<file path="config.mk">
export PLATFORM = sky130hd
export DESIGN_NAME = program_loader
export DESIGN_NICKNAME = d
export VERILOG_FILES = /design/src/rtl/program_loader.sv
export SDC_FILE = /design/constraint.sdc
export NUM_CORES = 1
export LEC_CHECK = 0
export CAP_MARGIN = 20
export CELL_PAD_IN_SITES_DETAIL_PLACEMENT = 0
export CELL_PAD_IN_SITES_GLOBAL_PLACEMENT = 1
export CORE_MARGIN = 2
export CORE_UTILIZATION = 31
export CTS_BUF_LIST = sky130_fd_sc_hd__clkbuf_4 sky130_fd_sc_hd__clkbuf_8 sky130_fd_sc_hd__clkbuf_16
export CTS_CLUSTER_SIZE = 28
export DETAILED_ROUTE_END_ITERATION = 6
export MAX_ROUTING_LAYER = met4
export PLACE_DENSITY = 0.85
export SKIP_LAST_GASP = 1
export SLEW_MARGIN = 20
export SYNTH_ARGS = -nofsm -noshare
export SYNTH_HDL_FRONTEND = slang
export SYNTH_SLANG_ARGS = --single-unit
</file>
<file path="constraint.sdc">
create_clock -name clk -period 5.9 [get_ports clk]
set_input_delay 1.18 -clock clk [delete_from_list [all_inputs] [get_ports clk]]
set_output_delay 1.18 -clock clk [all_outputs]
set_load 0.01 [all_outputs]
</file>
<file path="src/rtl/program_loader.sv">
// Boot/run controller for the 5-stage RISC-V core: streams a program into IM, pulses start, supervises the run.
// Optional feature: define PROGRAM_LOADER_RETIRE_CNT_EN to include the retired-instruction counter.
module program_loader #(
    parameter int unsigned MAX_WORDS  = 1024,
    parameter logic [31:0] MAX_CYCLES = 32'd1_000_000
) (
    input  logic        clk,
    input  logic        rst,
    input  logic        s_valid,
    output logic        s_ready,
    input  logic [31:0] s_data,
    input  logic        s_last,
    input  logic        clear,
    output logic        cpu_wr_im,
    output logic [31:0] cpu_inst,
    output logic        cpu_start,
    input  logic        cpu_finish,
    input  logic [31:0] cpu_executed_inst,
    output logic        busy,
    output logic        done,
    output logic        error,
    output logic [1:0]  err_code,
    output logic [10:0] word_count,
    output logic [31:0] cycle_count,
    output logic [31:0] retired_count
);

    localparam logic [10:0] WORD_LIMIT = 11'(MAX_WORDS);

    typedef enum logic [2:0] {
        S_IDLE,
        S_LOAD,
        S_FLUSH,
        S_START,
        S_RUN,
        S_DONE,
        S_ERR
    } state_t;

    state_t      state;
    state_t      state_nxt;
    logic        accept;
    logic        wr_nxt;
    logic [31:0] inst_nxt;
    logic [10:0] wc_nxt;
    logic [31:0] cc_nxt;
    logic [1:0]  ec_nxt;
    logic        ready_nxt;
    logic        start_nxt;
    logic        busy_nxt;
    logic        done_nxt;
    logic        error_nxt;

    assign accept = s_valid && s_ready;

    always_comb begin
        state_nxt = state;
        wr_nxt    = 1'b0;
        inst_nxt  = cpu_inst;
        wc_nxt    = word_count;
        cc_nxt    = cycle_count;
        ec_nxt    = err_code;

        case (state)
            S_IDLE: begin
                if (accept) begin
                    wr_nxt    = 1'b1;
                    inst_nxt  = s_data;
                    wc_nxt    = 11'd1;
                    cc_nxt    = 32'd0;
                    state_nxt = s_last ? S_FLUSH : S_LOAD;
                end
            end
            S_LOAD: begin
                if (accept) begin
                    // A full IM drops the word instead of overwriting address 0.
                    if (word_count == WORD_LIMIT) begin
                        state_nxt = S_ERR;
                        ec_nxt    = 2'd1;
                    end else begin
                        wr_nxt    = 1'b1;
                        inst_nxt  = s_data;
                        wc_nxt    = word_count + 11'd1;
                        if (s_last) begin
                            state_nxt = S_FLUSH;
                        end
                    end
                end
            end
            S_FLUSH: state_nxt = S_START;
            S_START: state_nxt = S_RUN;
            S_RUN: begin
                if (cpu_finish) begin
                    state_nxt = S_DONE;
                end else if (cycle_count == MAX_CYCLES) begin
                    state_nxt = S_ERR;
                    ec_nxt    = 2'd2;
                end else begin
                    cc_nxt = cycle_count + 32'd1;
                end
            end
            S_DONE, S_ERR: begin
                if (clear) begin
                    state_nxt = S_IDLE;
                    ec_nxt    = 2'd0;
                end
            end
            default: state_nxt = S_IDLE;
        endcase

        // Status outputs are registered from the next state so they align with it.
        ready_nxt = (state_nxt == S_IDLE) || (state_nxt == S_LOAD);
        start_nxt = (state_nxt == S_START);
        busy_nxt  = (state_nxt == S_LOAD) || (state_nxt == S_FLUSH) ||
                    (state_nxt == S_START) || (state_nxt == S_RUN);
        done_nxt  = (state_nxt == S_DONE);
        error_nxt = (state_nxt == S_ERR);
    end

    always_ff @(posedge clk) begin
        if (rst) begin
            state       <= S_IDLE;
            s_ready     <= 1'b1;
            cpu_wr_im   <= 1'b0;
            cpu_inst    <= 32'd0;
            cpu_start   <= 1'b0;
            busy        <= 1'b0;
            done        <= 1'b0;
            error       <= 1'b0;
            err_code    <= 2'd0;
            word_count  <= 11'd0;
            cycle_count <= 32'd0;
        end else begin
            state       <= state_nxt;
            s_ready     <= ready_nxt;
            cpu_wr_im   <= wr_nxt;
            cpu_inst    <= inst_nxt;
            cpu_start   <= start_nxt;
            busy        <= busy_nxt;
            done        <= done_nxt;
            error       <= error_nxt;
            err_code    <= ec_nxt;
            word_count  <= wc_nxt;
            cycle_count <= cc_nxt;
        end
    end

`ifdef PROGRAM_LOADER_RETIRE_CNT_EN
    logic [31:0] retired_q;

    // Zero on the executed-instruction bus marks a bubble or flushed slot.
    always_ff @(posedge clk) begin
        if (rst) begin
            retired_q <= 32'd0;
        end else if (state == S_IDLE && accept) begin
            retired_q <= 32'd0;
        end else if (state == S_RUN && !cpu_finish && cpu_executed_inst != 32'd0) begin
            retired_q <= retired_q + 32'd1;
        end
    end

    assign retired_count = retired_q;
`else
    logic unused_executed;
    assign unused_executed = ^cpu_executed_inst;
    assign retired_count   = 32'd0;
`endif

endmodule

</file>
==> results of run 1 <==
power by group through the flow:
stage	clock network (mW)	registers (mW)	logic [mW]
floorplan	0	0.643	0.122
finish	0.584	0.629	0.214
detailed placement	0	0.641	0.214
global route	0.630	0.632	0.233
global placement	0	0.640	0.206
CTS	0.604	0.629	0.215
cell usage in the layout, fill, tap and decap left out, types with 2 or more instances in the layout:
cell type        netlist  layout
and4_1                 7       7
nor3_1                 6       6
a31oi_1                4       4
xor2_1                 7       7
conb_1                 1      32
a211oi_1               7       7
nand3b_1               2       2
inv_1                  7       7
nor2_1                37      37
nand2b_1               6       6
clkinv_4               0       2
and3_1                 9       9
and2_1                 3       3
clkdlybuf4s50_1        0     120
o21ai_1                2       2
dfxtp_1               86      86
nor4b_1                2       2
a41o_1                 4       4
clkbuf_16              0       9
ha_1                   4       4
nand4_1               16      16
nor2b_1                3       3
a21oi_1               62      61
xnor2_1               18      18
or4_1                  3       3
or3_1                 10      10
buf_4                 32       4
o211ai_1               4       4
nand3_1               15      15
nor4_1                 7       7
a221oi_1               2       2
o21ai_0               13      13
clkbuf_8               0       2
nand2_1               86      86
cell families after synthesis:
family          synth area share (%)
fa+ha+maj                       1.23
other cells                   0.0923
compound gates                  14.8
buf+inv                         9.82
simple gates                    26.3
flops                           42.4
xor+xnor                        5.39
layout make-up:
| type | count | area [µm²] |
|---|---|---|
| fill | 1282 | 7120 |
| multi-input combinational | 381 | 2060 |
| sequential | 86 | 1720 |
| timing repair buffer | 125 | 1260 |
| clock buffer | 12 | 260 |
| tap | 172 | 215 |
| clock inverter | 4 | 55.1 |
| inverter | 7 | 26.3 |
cell usage after synthesis:
cell type,count
a211o_1,1
a211oi_1,7
a21boi_0,1
a21oi_1,62
a221oi_1,2
a22o_1,1
a31o_2,1
a31oi_1,4
a41o_1,4
and2_1,3
and3_1,9
and3b_1,1
and4_1,7
buf_1,1
buf_2,4
buf_4,32
clkbuf_1,29
conb_1,1
dfxtp_1,86
ha_1,4
inv_1,7
nand2_1,86
nand2b_1,6
nand3_1,15
nand3b_1,2
nand4_1,16
nor2_1,37
nor2b_1,3
nor3_1,6
nor4_1,7
nor4_4,1
nor4b_1,2
nor4bb_1,1
o211ai_1,4
o21ai_0,13
o21ai_1,2
o221ai_1,1
o41ai_1,1
or2_0,1
or3_1,10
or4_1,3
xnor2_1,18
xor2_1,7
registers in the layout (all words and copies together), names as in the netlist:
| name | flops |
|---|---|
| state | 3 |
| cycle_count | 32 |
| cpu_wr_im | 1 |
| error | 1 |
| word_count | 11 |
| err_code | 2 |
| cpu_start | 1 |
| cpu_inst | 32 |
| done | 1 |
| busy | 1 |
| s_ready | 1 |
final timing paths:
check	start	endpoint	slack (ns)
setup / recovery	s_valid	cycle_count[19]$_SDFFE_PP0P_	2.06
hold / removal	cpu_inst[27]$_SDFFE_PP0P_	cpu_inst[27]$_SDFFE_PP0P_	0.45
setup reg to reg	state[0]$_SDFF_PP0_	cycle_count[25]$_SDFFE_PP0P_	2.90
hold reg to reg	cpu_inst[27]$_SDFFE_PP0P_	cpu_inst[27]$_SDFFE_PP0P_	0.45
critical path, cell delays in order:
cell             delay (ns)
clkdlybuf4s50_1        0.55
nand3b_1               0.16
or3_1                  0.67
nand2b_1               0.84
buf_4                  0.35
nor2_1                 0.06
a41o_1                 0.24
routing by layer:
metal / wire [µm] / track usage [%]
met1: 4880 / 19.6
met2: 5520 / 25.6
met3: 474 / 2.80
met4: 89 / 4.69
met5: 0 / -
==> metrics.md, run 1 <==
| Metric | Value |
|---|---|
| Slew HR | 36.1% |
| Startpoint types | primary input |
| Post-route cell area | 5600 µm² |
| Fin. Hold Viols | 0 |
| Max Cap Viol | 0 |
| Switching power share of the total | ~26% |
| Area grow syn2layout | 37.8% |
| Total power | 1.43 mW |
| Max frequency | 261 MHz |
| CTS tree | built |
| Diode count | 0 |
| CP Capture Type | flop |
| Die Y | 118 µm |
| Area post-placement | 5280 µm² |
| Final WL | 11000 µm |
| Setup TNS | 0 ns |
| Clk pwr share | roughly 41% |
| Place WS | 1.71 ns |
| Syn Std Cell Area | between 4000 and 5000 µm² |
| Critical path required time | 6.13 ns |
| CTS clk-pin slew, worst paths | 0.06 ns |
| Critical path data arrival time | 4.06 ns |
| Worst-path fanout max | 26 |
| Fin nets | 684 |
| R2R depth | 4 |
| Leading post-synthesis cells by cell area | dfxtp_1 (42%), nand2_1 (7.9%), a21oi_1 (7.6%) |
| Seq/Total Area, Yosys | between 40% and 50% |
| Skew final | 0.00434 ns |
| RSZ-0062 raised after global routing | false |
| Starting Density | 31.9% |
| Mean routed wirelength per cell | 13.9 µm |
| Post-route ant nets | 0 |
| Vias per inst | 4.78 |
| Die footprint | about 14000 µm² |
| Final cell count without fillers | 787 |
| Worst hold path type | flop to flop |
| Worst-Margin Slew | roughly 0.96 ns |
| Largest net degree at the start of global routing | 47 |
| Final hold slack | 0.454 ns |
| Gr usage total | 15.6% |
| Global-route wire length before repair | 17400 µm |
| Final worst slack | a little over 2 ns |
| Synth Register Bits | 86 |
| Final Max Tran Viols | 0 |
| Layout cell share with drive strength beyond 1 | 3.90% |
| Core Rows | 41 |
| Syn avg cell area | 7.98 µm² |
| Hold path cells | 2 |
| Hold Buf Count CTS | 0 |
| Vias in the first global route | 3407 |
| Synth warn | 0 |
| Root buf cell | clkbuf_16 |
| Cell variety after synth | between 40 and 50 |
| Total number of vias | 3762 |
| H-tree levels | 3 |
| Clock Latency Late Sink | 0.33 ns |
| Post-cts resize count | 0 |
| Clock Sink Count | 86 |
| Tmin final | around 3.8 ns |
| Post-CTS Setup Bufs | 0 |
| GR Overflow Total | 0 |
| Yosys top cell by area | dfxtp_1 |
| Top cell type's share of synthesized area | 42.4% |
| Logic pwr share | 15.0% |
| # setup viols final | 0 |
| IO Pins | 185 |
| DRC viols | 0 |
| Antenna violations before repair | 0 |
| Die X | 118 µm |
| Power Density | approximately 250 nW/µm² |
| Placed Instances | between 700 and 800 |
| Max IR drop VDD | ~0.12 mV |
| GPL Wtd Cong | approximately 0.83 |
| Fin util | 44.0% |
| Tcrit/Tclk final | 65.0% |
| Clock buffers created by TritonCTS | 9 |
| CTS Buffer Depth | 2 |
| Port Buffer Count | 120 |
| DRT iter0 DRCs | ~170 |
| NetSw | 0.365 mW |
| Flop pwr share | 44.1% |
| Final HPWL DP | 7800 µm |
| Leak Pwr | around 2.0 nW |
| DRT Pass-1 Iters | 4 |
| Mapped Cells | roughly 510 |
| Internal power | 1.06 mW |
| Setup CP Type | primary input to flop |
| Status | complete, no violations |
| Core area | roughly 13000 µm² |
Note: power is estimated with default switching activity, not from simulation.
==> run 2, diff against run 1 <==
--- a/config.mk
+++ b/config.mk
@@ -9,12 +9,12 @@
 export CELL_PAD_IN_SITES_DETAIL_PLACEMENT = 0
 export CELL_PAD_IN_SITES_GLOBAL_PLACEMENT = 1
 export CORE_MARGIN = 2
-export CORE_UTILIZATION = 31
+export CORE_UTILIZATION = 26
 export CTS_BUF_LIST = sky130_fd_sc_hd__clkbuf_4 sky130_fd_sc_hd__clkbuf_8 sky130_fd_sc_hd__clkbuf_16
 export CTS_CLUSTER_SIZE = 28
 export DETAILED_ROUTE_END_ITERATION = 6
 export MAX_ROUTING_LAYER = met4
-export PLACE_DENSITY = 0.85
+export PLACE_DENSITY = 0.76
 export SKIP_LAST_GASP = 1
 export SLEW_MARGIN = 20
 export SYNTH_ARGS = -nofsm -noshare
==> constraint.sdc (replaced) <==
create_clock -name clk -period 3.3 [get_ports clk]
set_input_delay 0.66 -clock clk [delete_from_list [all_inputs] [get_ports clk]]
set_output_delay 0.66 -clock clk [all_outputs]
set_load 0.01 [all_outputs]
==> metrics.md, run 2 (same netlist as run 1, synthesis figures left out) <==
| Metric | Value |
|---|---|
| Final WL | 11700 µm |
| Max IR drop VDD | 0.229 mV |
| Worst R2R End | cycle_count[31]$_SDFFE_PP0P_ |
| DRC viols | 0 |
| Final Max Tran Viols | 0 |
| Critical path required time | 3.58 ns |
| H-tree levels | 3 |
| Skew final | 0.00789 ns |
| Clock Sink Count | 86 |
| Total number of vias | 3837 |
| Die Y | 129 µm |
| Area post-placement | 5340 µm² |
| Diode count | 0 |
| Area grow syn2layout | 40.1% |
| Setup slack, reg-to-reg | 1.00 ns |
| Startpoint types | primary input |
| # setup viols final | 0 |
| Reg2reg start | state[2]$_SDFF_PP0_ |
| Starting Density | between 20% and 30% |
| Die footprint | 16600 µm² |
| Critical path data arrival time | ~2.9 ns |
| Layout cell share with drive strength beyond 1 | 4.52% |
| Fin nets | 688 |
| Vias in the first global route | 3706 |
| Biggest regs | cpu_inst x32, cycle_count x32, word_count x11 |
| Critical Path Slowest Stage Cell | clkdlybuf4s50_1 |
| R2R depth | 6 |
| Post-route cell area | 5690 µm² |
| Place WS | about 0.37 ns |
| Post-CTS Setup Bufs | 0 |
| GPL Wtd Cong | around 0.84 |
| CTS clk-pin slew, worst paths | 0.06 ns |
| Status | complete, no violations |
| Setup CP Type | primary input to flop |
| Tcrit/Tclk final | approximately four fifths |
| Hold wc startpoint | err_code[0]$_SDFFE_PP0P_ |
| Hold EP | err_code[0]$_SDFFE_PP0P_ |
| Final worst slack | 0.705 ns |
| Clock Latency Late Sink | roughly 0.34 ns |
| Final HPWL DP | 8460 µm |
| Post-route ant nets | 0 |
| IO Pins | 185 |
| Critical path cell sequence | clkdlybuf4s50_1 > nand3b_1 > or3_1 > a211o_1 > or4_1 > nand2_1 |
| Vias per inst | 4.62 |
| Max frequency | 385 MHz |
| Hold path cells | 2 |
| RSZ-0062 raised after global routing | false |
| Die X | 129 µm |
| Placed Instances | ~810 |
| Final cell count without fillers | 830 |
| Gr usage total | 14.4% |
| Clock buffers created by TritonCTS | 9 |
| Antenna violations before repair | 0 |
| Largest net degree at the start of global routing | 45 |
| Max Cap Viol | 0 |
| Slew HR | 52.6% |
| Core Rows | 45 |
| Root buf cell | clkbuf_16 |
| Leak Pwr | 2.00 nW |
| DRT Pass-1 Iters | 4 |
| Post-cts resize count | 0 |
| DRT iter0 DRCs | 270 |
| Global-route wire length before repair | 18600 µm |
| CTS tree | built |
| CP Capture Type | flop |
| GR Overflow Total | 0 |
| Worst hold path type | flop to flop |
| Core area | 15300 µm² |
| Port Buffer Count | 120 |
| CTS Buffer Depth | 2 |
| Power Density | 475 nW/µm² |
| Fin. Hold Viols | 0 |
| Most frequent cells in the layout | clkdlybuf4s50_1 (120), nand2_1 (86), dfxtp_1 (86), a21oi_1 (61), nor2_1 (37) |
| Max incr delay on CP | 0.56 ns |
| Tmin final | 2.59 ns |
| Total power | 2.70 mW |
| Mean routed wirelength per cell | 14.1 µm |
| Setup TNS | 0 ns |
| Worst-path fanout max | 22 |
| Most common cell after layout, fill and taps aside | clkdlybuf4s50_1 |
| Hold Buf Count CTS | 0 |
| Worst-Margin Slew | slightly above 0.7 ns |
run 2: cell count changes in the layout (fill, tap and decap cells not counted), sizes merged:
cell and change:
buf +4, bufinv +2, clkbuf -2, clkinv -2, inv +2
run 2: layer usage:
layer / GRT usage (%) / share of wire [%]
met1: 17.9 / 45
met3: 2.41 / 3.5
met2: 22.7 / 49
met4: 7.42 / 2.6
met5: - / 0
run 2: worst max-delay path by stage:
| stage | slack, ns | from | cells past startpoint | endpoint |
|---|---|---|---|---|
| after floorplan | 1.09 | s_valid | 7 | cycle_count[31]$_SDFFE_PP0P_ |
| final | 0.71 | s_valid | 6 | cycle_count[31]$_SDFFE_PP0P_ |
| after CTS | 0.72 | s_valid | 6 | cycle_count[25]$_SDFFE_PP0P_ |
| after detailed placement | 0.37 | s_valid | 6 | cycle_count[27]$_SDFFE_PP0P_ |
| after global placement | 0.38 | s_valid | 6 | cycle_count[31]$_SDFFE_PP0P_ |
| after global routing | 0.56 | s_valid | 6 | cycle_count[27]$_SDFFE_PP0P_ |
run 2: cell type report:
cell class,instances,area [µm²]
Clock buffer,10,233
Sequential cell,86,1720
Inverter,7,26.3
Clock inverter,6,118
Multi-Input combinational cell,381,2060
Fill cell,1590,9570
Timing Repair Buffer,129,1270
Tap cell,211,264
run 2: where the power goes:
| part | leakage, nW | internal, mW | switching, mW |
|---|---|---|---|
| combinational | 1.13 | 0.175 | 0.212 |
| sequential | 0.699 | 1.08 | 0.0401 |
| clock | 0.169 | 0.756 | 0.434 |
run 2: metrics by stage:
step                hold slack [ns]  utilization [%]
floorplan                     0.466                -
global placement              0.439             35.0
detailed placement            0.442             35.0
CTS                           0.451             37.3
global route                  0.474             37.3
finish                        0.446             37.3
run 2: worst max-delay path: cells and delay by family:
family,cells,cell delay [ns]
buf+inv,1,0.56
compound gates,1,0.48
simple gates,4,1.16
